==> src/rtl/seg_scan_capture_if.sv <==
`default_nettype none
// ============================================================================
// Module   : seg_scan_capture_if
// Brief    : Multiplexed display bus (anode/nibble) plus frame readback signals.
// Revision : 1.0 - initial release
// ============================================================================
interface seg_scan_capture_if;
    logic [3:0]  an;
    logic [3:0]  digit;
    logic [13:0] frame_value;
    logic        frame_valid;
    logic        seq_err;
    logic        an_err;
    logic        rng_err;

    // Display-driver side: drives the scan, observes the readback.
    modport master (
        output an,
        output digit,
        input  frame_value,
        input  frame_valid,
        input  seq_err,
        input  an_err,
        input  rng_err
    );

    // Capture side.
    modport slave (
        input  an,
        input  digit,
        output frame_value,
        output frame_valid,
        output seq_err,
        output an_err,
        output rng_err
    );
endinterface
`default_nettype wire

==> src/rtl/seg_scan_capture.sv <==
`default_nettype none
// ============================================================================
// Module   : seg_scan_capture
// Brief    : Rebuilds the 14-bit displayed value from a 4-digit scan bus.
// Revision : 1.0 - initial release
// ============================================================================
module seg_scan_capture #(
    parameter int SETTLE = 1,
    parameter int CNT_W  = 4
) (
    input  wire logic         clk,
    input  wire logic         rst_n,
    seg_scan_capture_if.slave bus
);

    typedef enum logic [1:0] {
        ST_HUNT = 2'd0,
        ST_EXP1 = 2'd1,
        ST_EXP2 = 2'd2,
        ST_EXP3 = 2'd3
    } state_t;

    localparam logic [CNT_W-1:0] c_SETTLE    = CNT_W'(SETTLE);
    localparam logic [CNT_W-1:0] c_SETTLE_M1 = CNT_W'(SETTLE - 1);
    localparam logic [3:0]       c_BLANK     = 4'b1111;

    function automatic logic is_digit(input logic [3:0] a);
        is_digit = (a == 4'b1110) || (a == 4'b1101) ||
                   (a == 4'b1011) || (a == 4'b0111);
    endfunction

    function automatic logic [1:0] digit_index(input logic [3:0] a);
        case (a)
            4'b1101: digit_index = 2'd1;
            4'b1011: digit_index = 2'd2;
            4'b0111: digit_index = 2'd3;
            default: digit_index = 2'd0;
        endcase
    endfunction

    logic [3:0]       an_q, an_prev_q, digit_q;
    logic [CNT_W-1:0] cnt_q, cnt_d;
    state_t           state_q, state_d;
    logic [3:0]       d0_q, d1_q, d2_q;
    logic [3:0]       d0_d, d1_d, d2_d;
    logic [13:0]      frame_value_q, frame_value_d;
    logic             frame_valid_q, frame_valid_d;
    logic             seq_err_q, seq_err_d;
    logic             an_err_q, an_err_d;
    logic             rng_err_q, rng_err_d;

    logic             w_new_pat;
    logic             w_cur_dig;
    logic [1:0]       w_cur_idx;
    logic             w_an_inv;
    logic [CNT_W-1:0] w_cnt_cur;
    logic             w_capture;
    logic             w_early;
    state_t           w_eval_state;

    assign w_new_pat = (an_q != an_prev_q);
    assign w_cur_dig = is_digit(an_q);
    assign w_cur_idx = digit_index(an_q);
    assign w_an_inv  = !w_cur_dig && (an_q != c_BLANK);

    // Counter view for this cycle: a fresh dwell starts from zero.
    assign w_cnt_cur = w_new_pat ? '0 : cnt_q;
    assign cnt_d     = (w_cnt_cur < c_SETTLE) ? w_cnt_cur + CNT_W'(1) : w_cnt_cur;
    assign w_capture = w_cur_dig && (w_cnt_cur == c_SETTLE_M1);

    // cnt_q still holds the (saturated) length of the dwell that just ended.
    assign w_early   = w_new_pat && is_digit(an_prev_q) && (cnt_q < c_SETTLE);

    always_comb begin
        state_d       = state_q;
        w_eval_state  = state_q;
        d0_d          = d0_q;
        d1_d          = d1_q;
        d2_d          = d2_q;
        frame_value_d = frame_value_q;
        frame_valid_d = 1'b0;
        seq_err_d     = 1'b0;
        an_err_d      = 1'b0;
        rng_err_d     = 1'b0;

        if (w_new_pat && w_an_inv) begin
            an_err_d = 1'b1;
            state_d  = ST_HUNT;
        end else begin
            if (w_early) begin
                seq_err_d    = 1'b1;
                w_eval_state = ST_HUNT;
                state_d      = ST_HUNT;
            end
            if (w_capture) begin
                if (w_eval_state == ST_HUNT) begin
                    if (w_cur_idx == 2'd0) begin
                        d0_d    = digit_q;
                        state_d = ST_EXP1;
                    end
                end else if (state_t'(w_cur_idx) == w_eval_state) begin
                    case (w_eval_state)
                        ST_EXP1: begin
                            d1_d    = digit_q;
                            state_d = ST_EXP2;
                        end
                        ST_EXP2: begin
                            d2_d    = digit_q;
                            state_d = ST_EXP3;
                        end
                        default: begin
                            if (digit_q[3:2] == 2'b00) begin
                                frame_value_d = {digit_q[1:0], d2_q, d1_q, d0_q};
                                frame_valid_d = 1'b1;
                            end else begin
                                rng_err_d = 1'b1;
                            end
                            state_d = ST_HUNT;
                        end
                    endcase
                end else begin
                    // Out-of-order digit; a digit0 restarts the frame.
                    seq_err_d = 1'b1;
                    if (w_cur_idx == 2'd0) begin
                        d0_d    = digit_q;
                        state_d = ST_EXP1;
                    end else begin
                        state_d = ST_HUNT;
                    end
                end
            end
        end
    end

    always_ff @(posedge clk or negedge rst_n) begin
        if (!rst_n) begin
            an_q          <= c_BLANK;
            an_prev_q     <= c_BLANK;
            digit_q       <= 4'h0;
            cnt_q         <= '0;
            state_q       <= ST_HUNT;
            d0_q          <= 4'h0;
            d1_q          <= 4'h0;
            d2_q          <= 4'h0;
            frame_value_q <= 14'h0;
            frame_valid_q <= 1'b0;
            seq_err_q     <= 1'b0;
            an_err_q      <= 1'b0;
            rng_err_q     <= 1'b0;
        end else begin
            an_q          <= bus.an;
            an_prev_q     <= an_q;
            digit_q       <= bus.digit;
            cnt_q         <= cnt_d;
            state_q       <= state_d;
            d0_q          <= d0_d;
            d1_q          <= d1_d;
            d2_q          <= d2_d;
            frame_value_q <= frame_value_d;
            frame_valid_q <= frame_valid_d;
            seq_err_q     <= seq_err_d;
            an_err_q      <= an_err_d;
            rng_err_q     <= rng_err_d;
        end
    end

    assign bus.frame_value = frame_value_q;
    assign bus.frame_valid = frame_valid_q;
    assign bus.seq_err     = seq_err_q;
    assign bus.an_err      = an_err_q;
    assign bus.rng_err     = rng_err_q;

endmodule
`default_nettype wire

==> src/flat_wrapper.sv <==
// flat-port wrapper written by rule: the top's interface ports become plain ports
module seg_scan_capture_flat 
#(
    parameter int SETTLE = 1,
    parameter int CNT_W  = 4
)
  (clk, rst_n, bus_an, bus_digit, bus_frame_value, bus_frame_valid, bus_seq_err, bus_an_err, bus_rng_err);
  seg_scan_capture_if bus_i ();
  input  wire logic clk;
  input  wire logic rst_n;
  input wire logic [$bits(bus_i.an)-1:0] bus_an;
  input wire logic [$bits(bus_i.digit)-1:0] bus_digit;
  output wire logic [$bits(bus_i.frame_value)-1:0] bus_frame_value;
  output wire logic [$bits(bus_i.frame_valid)-1:0] bus_frame_valid;
  output wire logic [$bits(bus_i.seq_err)-1:0] bus_seq_err;
  output wire logic [$bits(bus_i.an_err)-1:0] bus_an_err;
  output wire logic [$bits(bus_i.rng_err)-1:0] bus_rng_err;
  assign bus_i.an = bus_an;
  assign bus_i.digit = bus_digit;
  assign bus_frame_value = bus_i.frame_value;
  assign bus_frame_valid = bus_i.frame_valid;
  assign bus_seq_err = bus_i.seq_err;
  assign bus_an_err = bus_i.an_err;
  assign bus_rng_err = bus_i.rng_err;
  seg_scan_capture #(.SETTLE(SETTLE), .CNT_W(CNT_W)) u_core (.clk(clk), .rst_n(rst_n), .bus(bus_i));
endmodule
==> config.mk <==
export PLATFORM = sky130hd
export DESIGN_NAME = seg_scan_capture_flat
export DESIGN_NICKNAME = d
export VERILOG_FILES = /design/src/rtl/seg_scan_capture_if.sv /design/src/rtl/seg_scan_capture.sv /design/src/flat_wrapper.sv
export SDC_FILE = /design/constraint.sdc
export NUM_CORES = 1
export LEC_CHECK = 0
export BUFFER_PORTS_ARGS = -buffer_cell sky130_fd_sc_hd__buf_2
export CORE_MARGIN = 2
export CORE_UTILIZATION = 41
export DETAILED_ROUTE_END_ITERATION = 10
export PLACE_DENSITY_LB_ADDON = 0.25
export SYNTH_ARGS = -nofsm -noshare
export SYNTH_HDL_FRONTEND = slang
export SYNTH_SLANG_ARGS = --single-unit
==> constraint.sdc <==
create_clock -name clk -period 2.6 [get_ports clk]
set_clock_uncertainty 0.1 [all_clocks]
set_input_delay 0.13 -clock clk [delete_from_list [all_inputs] [get_ports clk]]
set_output_delay 0.13 -clock clk [all_outputs]
set_load 0.01 [all_outputs]
==> summary.txt, run 1 <==
Worst setup path
  • CP Depth: 5
  • Buf/Inv on CP: 0
  • Crit. End Element: flop
  • Crit-path max FO: 15
  • Crit-path cells: xor2_1, nor4_4, a311o_2, and4_4, mux2_2
  • Setup CP Type: flop to flop
  • FF-to-FF path depth: 5
  • Worst Path Required: 2.68 ns
  • Crit path max-delay family: simple AND/OR/NAND/NOR gates
  • Worst endpoint data arrival time: 2.52 ns
  • Max incr delay on CP: 0.65 ns
  • Critical Path Start Type: flop
  • Slowest-stage cell, CP: dfstp_2

Cells and area
  • Antenna cells: 0
  • Fraction of layout cells with a size suffix above 1: 41.95%
  • Syn-to-layout area delta: 16.61%
  • FILL cells: 430
  • # nets final: 184
  • Register Area: 1211 sq um
  • Area occupied by multi-input gates: 718.2 sq um

Placed design
  • Gpl congestion: 0.8160
  • Post-DP HPWL: 2174 microns
  • PortBufs: 27

Routing
  • ANT nets after route: 0
  • Via density: 4.739
  • Vias: 1142
  • Residual DRC count: 0
  • Initial DRC Count: 48
  • Routed WL per cell: 12.85 microns
  • Total Wirelength: 3098 microns
  • Pre-antenna DRT Iters: 4

Synth
  • Sequential share of the synthesized area: 60.69%
  • Cell area after synthesis: 1996 sq um
  • Top post-synthesis cells by area: dfrtp_1 (50%), dfstp_2 (11%), mux2_2 (9.6%)
  • Synth unique cells: 35
  • EDFF count, synth: 0
  • Asr flop ratio synth: 100.0%
  • Syn_area_per_cell: 14.67 sq um
  • Yosys reg bits: 48
  • Synth top area share: 50.16%
  • Top-count cell post-synth: dfrtp_1
  • Most common library cells after synthesis: dfrtp_1 (40), mux2_2 (17), mux2_4 (9), dfstp_2 (8), nor2_1 (8)
  • Synth Warn #: 0
  • Post-Synthesis Cells: 136
  • Syn_nets: 146
  • Leading area contributor after synthesis: dfrtp_1
  • Synth Flop Type: dfrtp_1

Power
  • Comb pwr share: 8.5%
  • Switching share of power: 22.93%
  • Power per cell area: 584.1 nW/um^2
  • Internal: 1.048 mW
  • Sequential share of power: 61.6%
  • Cell leakage power: 1.097 nW
  • Peak supply drop: 0.0003282 V
  • Total power draw: 1.359 mW
  • Clk network pwr share: 29.9%
  • Net Sw Power: 0.3117 mW

Die
  • I/O pin total: 28
  • Row count: 25
  • Die W: 73.77 microns
  • Die Height: 73.77 microns
  • Die area: 5441 sq um
  • CORE AREA: 4723 sq um
  • Initial Util: 42.25%

Timing
  • Max-slew violation count: 0
  • Fin. Hold Viols: 0
  • Tcrit/Tclk final: 93.56%
  • RSZ-0062 raised after global routing: no
  • Fin Setup TNS: 0 ns
  • Endpoints failing setup: 0
  • Pin slew with the least headroom to its limit: 0.9968 ns
  • Achievable clock frequency: 411.1 MHz
  • Worst slew margin: 33.55%
  • Final min period: 2.433 ns

Clocking
  • Post-CTS sizing: 0
  • Clock Path Buffers: 2
  • Clk root buf: clkbuf_8
  • TritonCTS clock tree: built
  • Number of H-tree levels: 2
  • Reg clk slew, reported paths: 0.08 ns
  • Clock Sinks: 48
  • TritonCTS buffer count: 5
  • Clk Latency, worst-skew pair: 0.29 ns

Global route
  • Gr ovfl total: 0
  • Overall global routing resource usage: 12.94%
  • Vias in the first global route: 1091
  • First-pass GRT wire length: 5306 microns
  • Largest net degree at the start of global routing: 49
  • Initial antenna violation count: 0

Worst hold path
  • Worst hold path class: flop to flop
  • Hold depth: 0

Run
  • Max_cap viols: 0

Status
  • Outcome: finished clean
## timing repair
item / 4_1_cts / 5_1_grt
setup buffers: 0 / 0
hold endpoints to repair: 48 / 0
hold buffers: 9 / 0
## metrics by stage
step	setup WS [ns]	cells	hold WS, ns	area, sq um	utilization, %
2_1_floorplan	0.3367	136	-0.2656	1996	-
3_3_place_gp	0.1911	225	0.1352	2156	45.64
3_5_place_dp	0.1504	225	0.1369	2156	45.64
4_1_cts	0.1323	241	0.3438	2327	49.27
5_1_grt	0.003267	241	0.3623	2327	49.27
6_report	0.1673	241	0.3432	2327	49.27
## flip-flops by register name, indices dropped and copies added (netlist names), 2 cells and up
signal and flops:
u_core.bus.frame_value 14, u_core.an_prev_q 4, u_core.an_q 4, u_core.cnt_q 4, u_core.d0_q 4, u_core.d1_q 4, u_core.d2_q 4, u_core.digit_q 4
u_core.state_q 2
## worst paths after layout
kind | startpoint | slack [ns] | to
max | u_core.an_q[1] | 0.17 | u_core.bus.frame_value[1]
min | u_core.an_q[2] | 0.34 | u_core.an_prev_q[2]
max reg2reg | u_core.an_q[1] | 0.17 | u_core.bus.frame_value[1]
min reg2reg | u_core.an_q[2] | 0.34 | u_core.an_prev_q[2]
max in group asynchronous | rst_n | 1.34 | u_core.d1_q[2]
min in group asynchronous | rst_n | 0.45 | u_core.bus.frame_value[6]
## cells by family after synthesis
logic type | synth area share (%)
flops | 60.69
simple gates | 11.03
mux | 16.87
compound gates | 4.514
xor+xnor | 3.072
buf+inv | 3.323
fa+ha+maj | 0.5016
## power groups by stage
stage                     sequential (mW)  combinational [mW]  clock, mW
after CTS                           0.837               0.120      0.425
final                               0.837               0.116      0.406
after floorplan                     0.838              0.0826          0
after global placement              0.849               0.106          0
after detailed placement            0.852               0.109          0
after global routing                0.846               0.132      0.458
## worst reg2reg max path, delay by kind of cell, from the launching register on
kind	cells	cell delay [ns]
XOR/XNOR	1	0.13
AND/OR/NAND/NOR	2	0.84
multiplexers	1	0.38
AO/OA/AOI/OAI	1	0.23
flip-flops	1	0.65
## layout by cell type (no fill, tap or decap), types with 2 or more instances in the layout
master         netlist  final
dlygate4sd3_1        0      9
buf_2                1     27
nor2_1               8      8
a31oi_1              2      2
and2_1               4      4
dfrtp_1             40     40
mux2_2              17     17
xor2_1               6      6
nand2_1              5      5
nand4b_1             4      4
nand3_1              4      4
dfstp_2              8      8
clkbuf_8             0      5
nand2b_1             3      3
o21ai_0              2      2
mux2_4               9      9
## metal layers
layer | track usage (%) | wire (microns) | up-vias
li1 | - | - | 555
met1 | 18.67 | 1496 | 561
met2 | 18.75 | 1425 | 22
met3 | 3.704 | 142 | 4
met4 | 4.242 | 34 | 0
met5 | 0 | 0 | -
## layout make-up
class | instances | share of cell area (%)
timing repair buffer | 37 | 10.00
clock buffer | 5 | 2.957
clock inverter | 2 | 0.5376
sequential | 48 | 52.04
tap | 67 | 3.602
multi-input combinational | 82 | 30.86
Note: power is estimated with default switching activity, not from simulation.
==> inputs of run 2 (changes only) <==
- MAX_ROUTING_LAYER: not set -> met4
- SLEW_MARGIN: not set -> 10
==> run 2 against run 1 <==
Die area unchanged; largest cell class unchanged; first-iteration DRC count is the same; total power is essentially flat; cell count unchanged; flip-flop and latch count unchanged; critical path depth did not move; highest routed layer unchanged; largest power group unchanged; routed wire length about the same; global-route usage increased by 0.38 points; combinational power is essentially flat; critical path type unchanged; core utilization unchanged; maximum frequency about the same; via count unchanged.
==> summary.txt, run 2 (synthesis gave the netlist of run 1 again) <==
Clocking
  • Hold buffers post-CTS: 9 (unchanged)
  • Reg clk slew, reported paths: 0.08 ns (about the same)
  • Number of H-tree levels: 2 (unchanged)
  • Clk root buf: clkbuf_8
  • Clock Path Buffers: 2 (unchanged)
  • Post CTS Setup Buffer Count: 0 (unchanged)
  • Clock Sinks: 48 (unchanged)
  • TritonCTS clock tree: built
  • Post-CTS sizing: 0 (unchanged)
  • Clk Latency, worst-skew pair: 0.29 ns (about the same)
  • TritonCTS buffer count: 5 (unchanged)

Worst hold path
  • Worst hold path class: flop to flop

Die
  • Row count: 25 (unchanged)
  • Die W: 73.77 microns (unchanged)
  • Initial Util: 42.25% (unchanged)
  • I/O pin total: 28 (unchanged)
  • Die Height: 73.77 microns (unchanged)
  • CORE AREA: 4723 sq um (unchanged)
  • Die area: 5441 sq um (unchanged)

Timing
  • Hold Slack: 0.3432 ns (unchanged)
  • Tcrit/Tclk final: 93.55% (about the same)
  • Final min period: 2.432 ns (-0.0002810 ns)
  • Worst slew margin: 33.55% (about the same)
  • Achievable clock frequency: 411.1 MHz (about the same)
  • Max-slew violation count: 0 (unchanged)
  • Final worst slack: 0.1676 ns (+0.0002810 ns)
  • RSZ-0062 raised after global routing: no
  • Fin Setup TNS: 0 ns (unchanged)
  • Pin slew with the least headroom to its limit: 0.9967 ns (-0.00003964 ns)
  • Endpoints failing setup: 0 (unchanged)
  • Fin. Hold Viols: 0 (unchanged)

Routing
  • Routed WL per cell: 12.85 microns (about the same)
  • ANT nets after route: 0 (unchanged)
  • Residual DRC count: 0 (unchanged)
  • Initial DRC Count: 48 (unchanged)
  • Total Wirelength: 3097 microns (about the same)
  • Pre-antenna DRT Iters: 4 (unchanged)
  • Vias: 1142 (unchanged)
  • Via density: 4.739 (unchanged)

Worst setup path
  • Crit path max-delay family: simple AND/OR/NAND/NOR gates
  • Critical Path Start Type: flop
  • Crit-path cells: xor2_1, nor4_4, a311o_2, and4_4, mux2_2
  • Crit-path max FO: 15 (unchanged)
  • Crit. End Element: flop
  • Worst Path Required: 2.68 ns (about the same)
  • Worst endpoint data arrival time: 2.52 ns (about the same)
  • Buf/Inv on CP: 0 (unchanged)
  • Setup CP Type: flop to flop
  • Max incr delay on CP: 0.65 ns (about the same)
  • Slowest-stage cell, CP: dfstp_2

Placed design
  • DP Worst Slack: 0.1504 ns (unchanged)
  • Post-DP HPWL: 2174 microns (unchanged)
  • Cell count after placement: 225 (unchanged)
  • PortBufs: 27 (unchanged)
  • Area after DPL: 2156 sq um (unchanged)
  • Gpl congestion: 0.8281 (+1.5%)

Cells and area
  • Most common cell after layout, fill and taps aside: dfrtp_1
  • Syn-to-layout area delta: 16.61% (unchanged)
  • Non-Filler Instances: 241 (unchanged)
  • # nets final: 184 (unchanged)
  • Most frequent cells in the layout: dfrtp_1 (40), buf_2 (27), mux2_2 (17), mux2_4 (9), dlygate4sd3_1 (9)
  • Fraction of layout cells with a size suffix above 1: 41.95% (unchanged)
  • Max reg flops: 14 (unchanged)
  • FILL cells: 430 (unchanged)
  • Antenna cells: 0 (unchanged)
  • Register Area: 1211 sq um (unchanged)
  • Finished Cell Area: 2327 sq um (unchanged)
  • Area occupied by multi-input gates: 718.2 sq um (unchanged)
  • Fin util: 49.27% (unchanged)

Power
  • Power per cell area: 584.2 nW/um^2 (about the same)
  • Total power draw: 1.360 mW (about the same)
  • Cell leakage power: 1.097 nW (unchanged)
  • Peak supply drop: 0.0003282 V (unchanged)

Global route
  • Overall global routing resource usage: 13.33% (+0.38 points)
  • Gr ovfl total: 0 (unchanged)
  • Vias in the first global route: 1090 (-0.092%)
  • Largest net degree at the start of global routing: 49 (unchanged)
  • First-pass GRT wire length: 5313 microns (+0.13%)
  • Initial antenna violation count: 0 (unchanged)

Status
  • Outcome: finished clean

Run
  • Max_cap viols: 0 (unchanged)
-- run 2: cell counts in the layout (fill, tap and decap cells not counted) --
Identical to the previous run, type by type.
-- run 2: layer usage --
layer,wire [microns],vias up,GRT usage (%)
met4,35,0,4.242
met3,140,4,3.704
met5,0,-,-
met2,1424,22,18.75
li1,-,555,-
met1,1496,561,18.67
-- run 2: final cells by class --
| cell class | count | area share [%] |
|---|---|---|
| clock inverter | 2 | 0.5376 |
| tap | 67 | 3.602 |
| sequential | 48 | 52.04 |
| timing repair buffer | 37 | 10.00 |
| multi-input combinational | 82 | 30.86 |
| clock buffer | 5 | 2.957 |
-- run 2: path summary, 6_finish.rpt --
check | from | end | slack [ns] | depth (start not counted)
worst max-delay path | u_core.an_q[1] | u_core.bus.frame_value[1] | 0.17 | 5
worst min-delay path | u_core.an_q[2] | u_core.an_prev_q[2] | 0.34 | 0
worst max register to register | u_core.an_q[1] | u_core.bus.frame_value[1] | 0.17 | 5
worst min register to register | u_core.an_q[2] | u_core.an_prev_q[2] | 0.34 | 0
max in group asynchronous | rst_n | u_core.d1_q[2] | 1.34 | 2
min in group asynchronous | rst_n | u_core.bus.frame_value[6] | 0.45 | 2
-- run 2: worst reg2reg max path, delay by kind of cell, from the launching register on --
family	cells	cell delay [ns]
simple gates	2	0.84
flops	1	0.65
mux	1	0.38
compound gates	1	0.23
xor+xnor	1	0.13
-- run 2: power by group --
part	internal [mW]	switching, mW
logic	0.0640	0.0521
clock network	0.182	0.225
registers	0.802	0.0352
total	1.05	0.312
==> inputs of run 3 (changes only) <==
- ABC_AREA: not set -> 1
==> run 3 against run 2 <==
Cell area up 9.9%; largest power group unchanged; critical endpoint is now u_core.bus.frame_value[4]; worst hold slack worse by 0.050 ns; synthesized cell count up 78%; synthesized area up 9.2%.
==> summary.txt, run 3 <==
Routing
  • Pre-antenna DRT Iters: 4 (unchanged)
  • Initial DRC Count: 93 (+94%)
  • Total Wirelength: 4034 microns (+30%)
  • Residual DRC count: 0 (unchanged)
  • Vias: 1638 (+43%)
  • Max layer used: met4
  • Routed WL per cell: 11.40 microns (-11%)
  • Routed length on met2: 1759 microns (+24%)
  • ANT nets after route: 0 (unchanged)
  • Via density: 4.627 (-2.4%)
  • M1 WL: 2078 microns (+39%)
  • Metal3 WL: 130 microns (-7.1%)

Worst setup path
  • Critical Path Start Type: flop
  • Max incr delay on CP: 0.59 ns (-0.06 ns)
  • Worst r2r dst: u_core.bus.frame_value[4]
  • Slowest-stage cell, CP: dfstp_2
  • Setup CP Type: flop to flop
  • Crit-path most repeated cell: nand2_1
  • Reg2Reg Setup Slack: 0.37 ns (+0.20 ns)
  • Worst Path Required: 2.69 ns (about the same)
  • Crit. End Element: flop
  • FF-to-FF path depth: 13 (+8)
  • Worst R2R Start: u_core.an_q[3]
  • Worst endpoint data arrival time: 2.32 ns (-0.20 ns)
  • Crit-path max FO: 15 (unchanged)
  • Crit-path cells: inv_1, nand2_1, nand2_2, nor2_4, nand2_4, nand2_4, nand2_2, nand2_1, nand2_2, nor2_4, nand3_4, nand2_1, nand2_1

Power
  • Power per cell area: 573.4 nW/um^2 (-1.9%)
  • Cell leakage power: 1.387 nW (+26%)
  • Peak supply drop: 0.0004388 V (+34%)

Cells and area
  • Non-Filler Instances: 354 (+47%)
  • # nets final: 293 (+59%)
  • Finished Cell Area: 2559 sq um (+9.9%)
  • Max reg flops: 14 (unchanged)
  • Fin util: 50.10% (+0.83 points)
  • Most common cell after layout, fill and taps aside: nand2_1
  • Most frequent cells in the layout: nand2_1 (78), dfrtp_1 (40), inv_1 (28), buf_2 (27), nand4_1 (20)
  • Fraction of layout cells with a size suffix above 1: 23.59% (-18 points)
  • Antenna cells: 0 (unchanged)
  • FILL cells: 520 (+21%)
  • Syn-to-layout area delta: 17.46%

Synth
  • Sequential share of the synthesized area: 55.60% (-5.1 points)
  • Top-count cell post-synth: nand2_1
  • Yosys reg bits: 48 (unchanged)
  • Synth Flop Type: dfrtp_1
  • EDFF count, synth: 0 (unchanged)
  • Syn_nets: 252 (+73%)
  • Most common library cells after synthesis: nand2_1 (78), dfrtp_1 (40), inv_1 (28), nand4_1 (20), nor2_1 (13)
  • Synth unique cells: 26 (-26%)
  • Synth Warn #: 0 (unchanged)
  • Leading area contributor after synthesis: dfrtp_1
  • Syn_area_per_cell: 9.001 sq um (-39%)
  • Asr flop ratio synth: 100.0% (unchanged)
  • Top post-synthesis cells by area: dfrtp_1 (46%), nand2_1 (13%), dfstp_2 (9.6%)
  • Synth top area share: 45.95% (-4.2 points)
  • Cell area after synthesis: 2178 sq um (+9.2%)
  • Post-Synthesis Cells: 242 (+78%)

Die
  • Die area: 5912 sq um (+8.7%)
  • Die Height: 76.89 microns (+4.2%)
  • I/O pin total: 28 (unchanged)
  • Row count: 26 (+4.0%)
  • Die W: 76.89 microns (+4.2%)
  • Initial Util: 42.65% (+0.40 points)
  • CORE AREA: 5107 sq um (+8.1%)

Global route
  • Largest net degree at the start of global routing: 44 (-10%)
  • Overall global routing resource usage: 15.53% (+2.2 points)
  • Gr ovfl total: 0 (unchanged)
  • Vias in the first global route: 1577 (+45%)
  • First-pass GRT wire length: 7141 microns (+34%)
  • Initial antenna violation count: 0 (unchanged)

Clocking
  • TritonCTS clock tree: built
  • TritonCTS buffer count: 5 (unchanged)
  • Post CTS Setup Buffer Count: 0 (unchanged)
  • Reg clk slew, reported paths: 0.08 ns (about the same)
  • Clk root buf: clkbuf_8
  • Clk Latency, worst-skew pair: 0.29 ns (about the same)
  • Number of H-tree levels: 2 (unchanged)
  • Clock Sinks: 48 (unchanged)
  • Clock Path Buffers: 2 (unchanged)

Worst hold path
  • Min-Delay Endpoint: u_core.an_prev_q[0]
  • Hold Startpoint: u_core.an_q[0]
  • Worst hold path class: flop to flop
  • Hold depth: 0 (unchanged)

Timing
  • Tcrit/Tclk final: 85.82% (-7.7 points)
  • RSZ-0062 raised after global routing: no
  • Max-slew violation count: 0 (unchanged)
  • Achievable clock frequency: 448.2 MHz (+9.0%)
  • Worst slew margin: 38.42% (+4.9 points)
  • Hold Slack: 0.2932 ns (-0.05000 ns)
  • Endpoints failing setup: 0 (unchanged)
  • Fin Setup TNS: 0 ns (unchanged)
  • Fin. Hold Viols: 0 (unchanged)
  • Pin slew with the least headroom to its limit: 0.9236 ns (-0.07309 ns)
  • Final min period: 2.231 ns (-0.2010 ns)

Placed design
  • Cell count after placement: 337 (+50%)
  • Post-DP HPWL: 2838 microns (+31%)
  • Gpl congestion: 0.8660 (+4.6%)
  • PortBufs: 27 (unchanged)
  • Area after DPL: 2385 sq um (+11%)

Run
  • Max_cap viols: 0 (unchanged)

Status
  • Outcome: finished clean
-- run 3: cell type report --
class	count	area [sq um]	area share, %
sequential	48	1211	47.33
multi-input combinational	158	808.3	31.59
clock inverter	2	11.26	0.4401
tap	70	87.58	3.423
timing repair buffer	40	255.2	9.976
clock buffer	6	72.57	2.836
inverter	30	112.6	4.401
-- run 3: cells by family (layout without fill, tap and decap cells) --
| kind of cell | after synthesis | count (layout) | share of synthesized area, % |
|---|---|---|---|
| buffers and inverters | 36 | 78 | 7.295 |
| and+or+nand+nor | 142 | 142 | 32.80 |
| AOI/OAI and AO/OA | 16 | 16 | 4.308 |
| DFF | 48 | 48 | 55.60 |
-- run 3: power breakdown --
| part | total (mW) | internal (mW) | switching [mW] |
|---|---|---|---|
| sequential | 0.844 | 0.807 | 0.0371 |
| combinational | 0.202 | 0.0767 | 0.125 |
| clock | 0.421 | 0.187 | 0.235 |
-- run 3: what timing repair did --
action / in CTS / in global routing
endpoints found under the hold margin: 48 / 0
gates resized for setup: 0 / 0
hold buffers: 9 / 0
-- run 3: worst max-delay path by stage --
stage / start / to / slack, ns / depth (start not counted)
after floorplan: u_core.an_q[1] / u_core.bus.frame_value[12] / 0.67 / 14
after global routing: u_core.an_q[3] / u_core.bus.frame_value[5] / 0.13 / 13
after global placement: u_core.an_q[3] / u_core.bus.frame_value[6] / 0.39 / 9
after detailed placement: u_core.an_q[3] / u_core.bus.frame_value[4] / 0.37 / 13
after CTS: u_core.an_q[3] / u_core.bus.frame_value[4] / 0.36 / 13
final: u_core.an_q[3] / u_core.bus.frame_value[4] / 0.37 / 13
-- run 3: critical path, delay by kind of cell, from the launching register on --
| family | cells | cell delay (ns) |
|---|---|---|
| DFF | 1 | 0.59 |
| and+or+nand+nor | 12 | 1.40 |
| buffers and inverters | 1 | 0.05 |
-- run 3: metal layers --
metal / vias to the layer above / global-route usage (%)
met5: - / -
met4: 0 / 4.909
met3: 7 / 4.118
met2: 30 / 23.60
met1: 749 / 20.42
li1: 852 / -
-- run 3: stage by stage --
step           total power, mW  worst slack, ns
5_1_grt                  1.551           0.1261
6_report                 1.467           0.3686
2_1_floorplan           0.9880           0.6747
3_5_place_dp             1.052           0.3689
3_3_place_gp             1.048           0.3864
4_1_cts                  1.489           0.3586
